--- src/rtl/fifo_wr_arb_2.sv ---
// fifo_wr_arb_2: two-producer round-robin write arbiter in front of a FIFO.
// A producer that wins keeps the write port for up to BURST consecutive
// words so its data lands contiguously; back-pressure from the FIFO freezes
// ownership without counting words. Accept is combinational, write is
// registered one cycle later.
module fifo_wr_arb_2 #(
  parameter int bw    = 8,
  parameter int BURST = 4,
  parameter int cw    = 4
) (
  input  logic          clk,
  input  logic          reset,
  input  logic          req0,
  input  logic [bw-1:0] in0,
  input  logic          req1,
  input  logic [bw-1:0] in1,
  input  logic          full,
  output logic          ack0,
  output logic          ack1,
  output logic          sel,
  output logic          wr,
  output logic [bw-1:0] out,
  output logic [1:0]    owner
);

  typedef enum logic [1:0] {
    IDLE = 2'b00,
    OWN0 = 2'b01,
    OWN1 = 2'b10
  } own_t;

  localparam logic [cw-1:0] BURST_C = cw'(BURST);

  // Bitwise AND-OR 2:1 mux: s=0 passes a, s=1 passes b.
  function automatic logic [bw-1:0] and_or_mux(input logic s,
                                               input logic [bw-1:0] a,
                                               input logic [bw-1:0] b);
    return ({bw{~s}} & a) | ({bw{s}} & b);
  endfunction

  own_t          own_p0, own_nxt, own_g;
  logic [cw-1:0] cnt_p0, cnt_nxt, cnt_inc;
  logic          rr_p0, rr_nxt;
  logic          g, gv, acc;
  logic          vld_p1, sel_p1;
  logic [bw-1:0] data_p1;

  // Grant: a current owner still requesting and under its burst limit wins,
  // otherwise round-robin on a tie, otherwise the lone requester.
  always_comb begin
    g = 1'b0;
    if (own_p0 == OWN0 && req0 && cnt_p0 < BURST_C) begin
      g = 1'b0;
    end else if (own_p0 == OWN1 && req1 && cnt_p0 < BURST_C) begin
      g = 1'b1;
    end else if (req0 && req1) begin
      g = rr_p0;
    end else begin
      g = req1;
    end
  end

  assign gv    = req0 | req1;
  assign acc   = gv & ~full & ~reset;
  assign ack0  = acc & ~g;
  assign ack1  = acc & g;
  assign own_g = g ? OWN1 : OWN0;

  // Next ownership/burst-count/priority state.
  always_comb begin
    own_nxt = own_p0;
    cnt_nxt = cnt_p0;
    rr_nxt  = rr_p0;
    cnt_inc = (own_p0 == own_g) ? cnt_p0 + cw'(1) : cw'(1);
    if (acc) begin
      if (cnt_inc == BURST_C) begin
        // Burst exhausted: hand priority to the other side.
        own_nxt = IDLE;
        cnt_nxt = '0;
        rr_nxt  = ~g;
      end else begin
        own_nxt = own_g;
        cnt_nxt = cnt_inc;
        // Owner dropped out and the other side took over directly.
        if (own_p0 != IDLE && own_p0 != own_g) rr_nxt = ~g;
      end
    end else if (!full) begin
      if (own_p0 == OWN0 && !req0) begin
        own_nxt = IDLE;
        cnt_nxt = '0;
        rr_nxt  = 1'b1;
      end else if (own_p0 == OWN1 && !req1) begin
        own_nxt = IDLE;
        cnt_nxt = '0;
        rr_nxt  = 1'b0;
      end
    end
  end

  // Arbitration state register.
  always_ff @(posedge clk or posedge reset) begin
    if (reset) begin
      own_p0 <= IDLE;
      cnt_p0 <= '0;
      rr_p0  <= 1'b0;
    end else begin
      own_p0 <= own_nxt;
      cnt_p0 <= cnt_nxt;
      rr_p0  <= rr_nxt;
    end
  end

  // ---- stage p0 -> p1: accepted word registered toward the FIFO ----
  // Write strobe every accept; select and data hold when nothing is accepted.
  always_ff @(posedge clk or posedge reset) begin
    if (reset) begin
      vld_p1  <= 1'b0;
      sel_p1  <= 1'b0;
      data_p1 <= '0;
    end else begin
      vld_p1 <= acc;
      if (acc) begin
        sel_p1  <= g;
        data_p1 <= and_or_mux(g, in0, in1);
      end
    end
  end

  assign wr    = vld_p1;
  assign sel   = sel_p1;
  assign out   = data_p1;
  assign owner = own_p0;

endmodule

--- config.mk ---
export PLATFORM = sky130hd
export DESIGN_NAME = fifo_wr_arb_2
export DESIGN_NICKNAME = d
export VERILOG_FILES = /design/src/rtl/fifo_wr_arb_2.sv
export SDC_FILE = /design/constraint.sdc
export NUM_CORES = 1
export LEC_CHECK = 0
export BUFFER_PORTS_ARGS = -buffer_cell sky130_fd_sc_hd__buf_2
export CORE_ASPECT_RATIO = 1.25
export CORE_MARGIN = 5
export CORE_UTILIZATION = 35
export DETAILED_ROUTE_END_ITERATION = 12
export GPL_TIMING_DRIVEN = 0
export PLACE_DENSITY_LB_ADDON = 0.1
export SLEW_MARGIN = 0
export SYNTH_ARGS = -nofsm -noshare
export SYNTH_HDL_FRONTEND = slang
export SYNTH_SLANG_ARGS = --single-unit
--- constraint.sdc ---
create_clock -name clk -period 5.2 [get_ports clk]
set_clock_uncertainty 0.2 [all_clocks]
set_input_delay 1.3 -clock clk [delete_from_list [all_inputs] [get_ports clk]]
set_output_delay 1.3 -clock clk [all_outputs]
set_load 0.005 [all_outputs]
# Word-level counts from Yosys, hierarchy flattened
# Cells that the tools add are included.
dict set report totals {
  regBits 17
  latch_bits 0
  ramBits 0
  mem_bits_ro 0
  out_inout_bits 14
  elab_cells 61
  n_memories 0
}
dict set report op_classes {
  add_sub_neg 1
  n_mul 0
  div_mod_pow 0
  magnitude_cmp 1
  eq_ne 7
  shifts 0
  mux 21
  bitwise_logic 11
  reduce_logical 14
}
# op count
set ops {}
lappend ops {{$mux 4} 6}
lappend ops {{$and 8x8->8} 2}
lappend ops {{$mux 2} 6}
lappend ops {{$mux 1} 9}
lappend ops {{$logic_and 1x1->1} 8}
lappend ops {{$or 8x8->8} 1}
lappend ops {{$add 4x1->4 const B} 1}
lappend ops {{$and 1x1->1} 4}
lappend ops {{$eq 4x3->1 const B} 1}
lappend ops {{$lt 4x3->1 const B} 1}
lappend ops {{$ne 3x1->1 const B} 1}
lappend ops {{$not 1->1} 3}
lappend ops {{$reduce_and 3->1} 1}
lappend ops {{$reduce_bool 3->1} 1}
lappend ops {{$eq 2x1->1 const B} 1}
lappend ops {{$eq 2x2->1} 1}
lappend ops {{$eq 2x2->1 const B} 1}
lappend ops {{$logic_not 1->1} 2}
lappend ops {{$ne 2x1->1 const B} 1}
lappend ops {{$ne 2x2->1} 1}
lappend ops {{$reduce_and 2->1} 1}
lappend ops {{$reduce_bool 2->1} 1}
lappend ops {{$or 1x1->1} 1}

# Logic depth before layout (Yosys ltp)
# Gate-level depths: netlist of the first run.
dict set report logic_depth {
  ltp_word 11
  mapped_depth 7
  mapped_depth_nobuf 6
}

# Worst setup path before layout of the first run
# OpenSTA, ideal clock, no wires.
dict set report synth_timing {
  path_kind {input -> output}
  from {input full}
  to {output ack0}
  t_arrival_ps 2295
  t_required_ps 3700
  path_slack_ps 1405
  stages 5
  n_path_buf 3
  path_cell_list {or3_1 -> buf_2 -> buf_2 -> clkbuf_1 -> nor2_1}
}
dict set report synth_between {
  elab_chain_cells 4
}
# item line
set synth_lines {}
lappend synth_lines {{start, declared} 17} ;# input logic full,
lappend synth_lines {{$not 1->1} 64} ;# assign acc = gv & ~full & ~reset;
lappend synth_lines {{$and 1x1->1 (2 in series)} 64}
lappend synth_lines {{$and 1x1->1} 65} ;# assign ack0 = acc & ~g;
lappend synth_lines {{end, declared} 18} ;# output logic ack0,
# Every way passes these cells.

# Worst setup path after layout of the first run
dict set report layout_timing {
  from {input req0}
  to {output ack0}
}
dict set report layout_between {
  elab_chain_cells 6
  elab_cells_between_ends 11
  cone_classes {mux (3); bitwise (5); reduce/logical (3)}
}
# item line
set layout_lines {}
lappend layout_lines {{start, declared} 13} ;# input logic req0,
lappend layout_lines {{$logic_and 1x1->1} 56} ;# end else if (req0 && req1) begin
lappend layout_lines {{$mux 1} 56}
lappend layout_lines {{$mux 1} 54} ;# end else if (own_p0 == OWN1 && req1 && cnt_p0 < BURST_C) begin
lappend layout_lines {{$mux 1} 52} ;# if (own_p0 == OWN0 && req0 && cnt_p0 < BURST_C) begin
lappend layout_lines {{$not 1->1} 65}
lappend layout_lines {{$and 1x1->1 *} 65}
# Every way passes the cells marked *; elsewhere a longest branch is shown, timed or not.

==> results of run 1 <==
## stage by stage
step	worst slack [ns]	instances	cell area (sq um)	hold WS [ns]
6_report	1.058	183	1261	0.2906
5_1_grt	0.8735	183	1261	0.3197
4_1_cts	1.029	183	1261	0.2985
3_5_place_dp	1.039	179	1235	0.2756
3_3_place_gp	1.033	179	1235	0.2567
2_1_floorplan	1.405	109	1020	0.2736
## flip-flops by register name, summed over array words and instances, names as in the netlist
register and cells:
sel 1, out 8, cnt_p0 4, wr 1, owner 2, rr_p0 1
## cell families (layout without fill, tap and decap cells)
kind of cell / count (synthesis) / after routing / synth area share (%)
AND/OR/NAND/NOR: 43 / 43 / 23.44
AO/OA/AOI/OAI: 28 / 28 / 18.65
buffers and inverters: 11 / 49 / 6.134
multiplexers: 9 / 9 / 8.835
flip-flops: 17 / 17 / 41.72
adder cells (fa/ha/maj): 1 / 1 / 1.227
## worst min-delay path by stage
stage          startpoint      to  slack, ns
2_1_floorplan         sel     sel       0.27
3_3_place_gp          sel     sel       0.26
3_5_place_dp       out[6]  out[6]       0.28
4_1_cts            out[6]  out[6]       0.30
5_1_grt            out[2]  out[2]       0.32
6_report           out[6]  out[6]       0.29
## worst max-delay path, cell delays in order
cell      delay [ns]
buf_2           0.14
nor2_1          0.04
or3_1           0.29
buf_2           0.17
buf_2           0.20
clkbuf_1        0.24
nor2_1          0.14
buf_2           0.12
## placed cells by master, fill, tap and decap left out, types with 3 or more instances in the layout
master / instances
a21o_1: 3
buf_2: 38
clkbuf_4: 3
dfrtp_1: 17
mux2i_1: 9
nand2_1: 14
nand2b_1: 3
nand3_1: 4
nor2_1: 5
nor2b_1: 3
nor4b_1: 3
o21ai_1: 11
## routing by layer
| layer | track usage, % | vias to the layer above |
|---|---|---|
| met5 | 0 | - |
| met2 | 21.12 | 21 |
| met3 | 1.848 | 2 |
| met4 | 4.381 | 0 |
| met1 | 15.26 | 428 |
| li1 | - | 467 |
## power by group through the flow
stage          Clock (uW)  Combinational (uW)  Sequential, uW
2_1_floorplan           0                 143             198
3_3_place_gp            0                 202             201
3_5_place_dp            0                 208             203
4_1_cts              74.5                 208             200
5_1_grt              78.1                 230             209
6_report             69.6                 204             201
## final cells by class
type                            count  area [sq um]
Sequential cell                    17         425.4
Clock buffer                        4         26.28
Inverter                            4         16.27
Fill cell                         317          1602
Timing Repair Buffer               34         170.2
Tap cell                           36         45.04
Multi-Input combinational cell     81         531.8
Buffer                              7         46.29
==> key figures, run 1 <==
Critical path
  – Worst Setup Start Kind: input pin
  – Crit path kind: in2out
  – Reg-to-Reg End: rr_p0
  – Crit Reg-Reg Startpoint: cnt_p0[0]
  – Worst R2R Path Depth: 6
  – Critical Path Sink: ack0
  – Data arrival time of the worst path: 2.64 ns
  – Critical Path Source: req0
  – Reg2Reg Setup Slack: 3.01 ns
  – Worst Setup End Kind: primary output
  – Worst path required time: 3.70 ns
  – Max FO, Critical Path: 10

Synth
  – Share of the synthesized area in the top cell type: 41.72%
  – Synth Net Count: 131
  – Area contributors post-synth: dfrtp_1, mux2i_1, o21ai_1
  – Async set-reset flop share out of synthesis: 100.0%
  – Syn. warnings: 0
  – Yosys cell types: 37
  – Syn Area/Cell: 9.355 sq um
  – Post-Synthesis Cells: 109
  – Leading area contributor after synthesis: dfrtp_1
  – Post-synth EDFFs: 0
  – Top post-synthesis cells by count: dfrtp_1, nand2_1, o21ai_1
  – Seq cells post-synth: 17
  – Main synth FF type: dfrtp_1
  – Count leader, synth: dfrtp_1
  – Sequential area share after synthesis: 41.72%
  – Post-synth design cell area: 1020 sq um

Die
  – Initial Utilization: 35.62%
  – Core area: 2863 sq um
  – Full die area: 4100 sq um
  – Die height: 70.35 um
  – Die W: 58.28 um
  – FP Rows: 22
  – # IOs: 35

Cells and area
  – Layout cells sized above 1: 33.33%
  – # diodes: 0
  – Final net count: 170
  – Core Util, Final: 44.06%
  – Area delta synth->final: 23.68%

Timing
  – Setup TNS: 0 ns
  – RSZ-0062 raised after global routing: false
  – Slew headroom: 53.13%
  – Slew Viols, Final: 0
  – Crit share post-route: 79.65%
  – Final Hold Violating Endpoints: 0
  – FMAX: 0.2414 GHz
  – Pin slew with the least headroom to its limit: 0.7023 ns
  – Fin crit period: 4.142 ns
  – Final-report setup violation count: 0

Status
  – Outcome: finished, final reports clean

Clock tree
  – Clock transition at path regs: 0.10 ns
  – Postcts setup bufs: 0
  – CTS tree: yes
  – Clock Tree Buf Depth: 2
  – Cts bufs inserted: 3
  – CTS H-Tree Depth: 1
  – Resized Gates After CTS: 0
  – Clock Latency Late Sink: 0.28 ns
  – Root Buffer: clkbuf_4
  – Sink Count: 17
  – Post-cts hold buffer count: 0

Routing
  – Avg WL per Cell: 13.04 um
  – Vias: 918
  – Detailed Route Iter0 Violations: 29
  – Vias per cell: 5.016
  – Metal2 WL: 1170 um
  – DRT met1 WL: 1086 um
  – Initial DRT Pass Iterations: 4
  – Antenna Nets Post-Route: 0
  – DRT Wirelength: 2386 um
  – Max layer used: met4
  – Number of remaining DRC errors: 0
  – Met3 Wirelength: 112 um

Power
  – Seq pwr share: 42.3%
  – P_sw: 178.1 uW
  – Internal power: 296.6 uW
  – Maximum VDD drop: 199.3 uV
  – Design Power: 474.7 uW
  – Combinational share of power: 43.0%
  – Pwr/cell area: 376.4 nW/um^2
  – Leak pwr: 0.0006589 uW
  – Switch share: 37.53%
  – Clock Power Share: 14.7%

Run
  – Max cap viols: 0

GRT
  – Largest net degree at the start of global routing: 18
  – GRT Overall Usage: 12.34%
  – Vias in the first global route: 914
  – Total grt overflow: 0
  – Initial antenna violation count: 0
  – First-pass GRT wire length: 4050 um

Worst hold path
  – Hold Path Class: reg2reg
  – Hold Path Cell Cnt: 2

Placement
  – Port bufs: 34
  – DP HPWL: 1879 um
  – GPL Wtd Cong: 0.7403
No activity file was read; power rests on OpenSTA's default activity.
==> run 2, diff against run 1 <==
- ABC_AREA: default -> 1
- clock period: 5.2 -> 4.3 ns (I/O delays scaled with it)
==> key figures, run 2 <==
Critical path
  – Worst Setup End Kind: primary output
  – Crit-path slowest cell: inv_1
  – Worst Setup Start Kind: input pin
  – Crit path kind: in2out
  – CP Depth: 8
  – Worst R2R Path Depth: 9
  – Family with the most delay on the worst path: buffers and inverters
  – Reg2Reg Setup Slack: 2.49 ns
  – Data arrival time of the worst path: 2.54 ns
  – Critical path cell sequence: buf_2 > inv_1 > nand3_4 > inv_1 > nand2_1 > inv_1 > buf_2 > buf_2
  – Max FO, Critical Path: 18
  – CP peak stage delay: 0.52 ns
  – Worst path required time: 3.02 ns
  – Worst Path Buf+Inv: 6

Clock tree
  – Post-cts hold buffer count: 0
  – Clock transition at path regs: 0.09 ns
  – Sink Count: 17
  – CTS H-Tree Depth: 1
  – Clock Tree Buf Depth: 2
  – Root Buffer: clkbuf_4
  – Clock Latency Late Sink: 0.28 ns
  – Postcts setup bufs: 0
  – CTS tree: yes
  – Cts bufs inserted: 3
  – Resized Gates After CTS: 0

Synth
  – Seq cells post-synth: 17
  – Post-Synthesis Cells: 113
  – Async set-reset flop share out of synthesis: 100.0%
  – Leading area contributor after synthesis: dfrtp_1
  – Share of the synthesized area in the top cell type: 48.16%
  – Post-synth EDFFs: 0
  – Sequential area share after synthesis: 48.16%
  – Main synth FF type: dfrtp_1
  – Area contributors post-synth: dfrtp_1, nand2_1, nand3_1
  – Count leader, synth: nand2_1
  – Synth Net Count: 135
  – Top post-synthesis cells by count: nand2_1, dfrtp_1, nand3_1
  – Syn Area/Cell: 7.817 sq um
  – Yosys cell types: 22
  – Post-synth design cell area: 883.3 sq um
  – Syn. warnings: 0

GRT
  – Initial antenna violation count: 0
  – Largest net degree at the start of global routing: 19
  – GRT Overall Usage: 14.77%
  – Vias in the first global route: 910
  – First-pass GRT wire length: 3864 um
  – Total grt overflow: 0

Cells and area
  – Area delta synth->final: 26.91%
  – Fill cells: 269
  – Commonest cells after routing, fill and taps aside: nand2_1, buf_2, dfrtp_1, nand3_1, inv_1
  – Sequential cell area: 425.4 sq um
  – Core Util, Final: 46.19%
  – Commonest non-fill, non-tap cell in the layout: nand2_1
  – Post-Layout Cell Count: 184
  – Max reg flops: 8
  – Multi-input gate area: 399.1 sq um
  – # diodes: 0
  – Layout cells sized above 1: 31.13%
  – Final net count: 174

Placement
  – DP HPWL: 1709 um
  – Inst Count DP: 180
  – GPL Wtd Cong: 0.8165
  – Port bufs: 34

Routing
  – DRT Wirelength: 2199 um
  – Antenna Nets Post-Route: 0
  – Avg WL per Cell: 11.95 um
  – Initial DRT Pass Iterations: 4
  – Detailed Route Iter0 Violations: 21
  – Number of remaining DRC errors: 0
  – Vias per cell: 4.755
  – Vias: 875

Die
  – Core area: 2427 sq um
  – Full die area: 3635 sq um
  – FP Rows: 20
  – Die W: 54.94 um
  – # IOs: 35
  – Initial Utilization: 36.39%
  – Die height: 66.17 um

Run
  – Max cap viols: 0

Timing
  – RSZ-0062 raised after global routing: false
  – FMAX: 0.2623 GHz
  – Fin crit period: 3.812 ns
  – Final-report setup violation count: 0
  – Pin slew with the least headroom to its limit: 0.7241 ns
  – Slew Viols, Final: 0
  – Slew headroom: 51.67%
  – Setup TNS: 0 ns
  – Crit share post-route: 88.66%
  – Final Hold Violating Endpoints: 0

Power
  – Pwr/cell area: 496.5 nW/um^2
  – Maximum VDD drop: 266.1 uV
  – Leak pwr: 0.0006270 uW
  – Design Power: 556.6 uW

Worst hold path
  – Hold Path Class: reg2reg
  – Hold Path Cell Cnt: 2

Status
  – Outcome: finished, final reports clean
==> run 2: power breakdown <==
group	switching [uW]	internal, uW
clock network	48.0	36.0
registers	36.3	211
logic	135	89.9
total	219	337
==> run 2: per-layer routing <==
layer | global-route usage [%] | up-vias | routed length, um
met5 | 0 | - | 0
met2 | 24.85 | 26 | 1145
li1 | - | 437 | -
met4 | 7.599 | 0 | 17
met1 | 16.45 | 410 | 899
met3 | 3.837 | 2 | 136
==> run 2: cells by family after synthesis <==
kind of cell	share of synthesized area, %
buffers and inverters	6.658
AND/OR/NAND/NOR	34.99
AO/OA/AOI/OAI	6.798
adder cells (fa/ha/maj)	1.416
XOR/XNOR	1.983
flip-flops	48.16
==> run 2: area by class of cell <==
class | count | share of cell area [%]
Buffer | 3 | 1.228
Sequential cell | 17 | 37.95
Tap cell | 33 | 3.683
Timing Repair Buffer | 34 | 15.18
Clock buffer | 4 | 2.344
Inverter | 12 | 4.018
Multi-Input combinational cell | 81 | 35.60
==> run 2: per-stage QoR <==
step | setup slack, ns | hold slack [ns] | instance area, sq um
floorplan | 0.9966 | 0.2416 | 883.3
global placement | 0.4162 | 0.2717 | 1095
detailed placement | 0.4380 | 0.2739 | 1095
CTS | 0.4198 | 0.2973 | 1121
global route | 0.2808 | 0.3173 | 1121
finish | 0.4876 | 0.2881 | 1121
==> run 2: worst register-to-register path: stages, from the launching register on <==
cell and delay [ns]:
dfrtp_1 0.43, ha_1 0.23, xor2_1 0.19, nand2_1 0.08
nor2_1 0.15, nand4_2 0.17, nand2_1 0.11, nand2_1 0.05
nand2_1 0.05, nand2_1 0.04
==> run 2: worst paths after layout <==
path | from | to
max in group asynchronous | reset | out[2]
min in group asynchronous | reset | out[6]
setup reg to reg | cnt_p0[0] | rr_p0
setup / recovery | reset | ack0
hold / removal | rr_p0 | rr_p0
hold reg to reg | rr_p0 | rr_p0
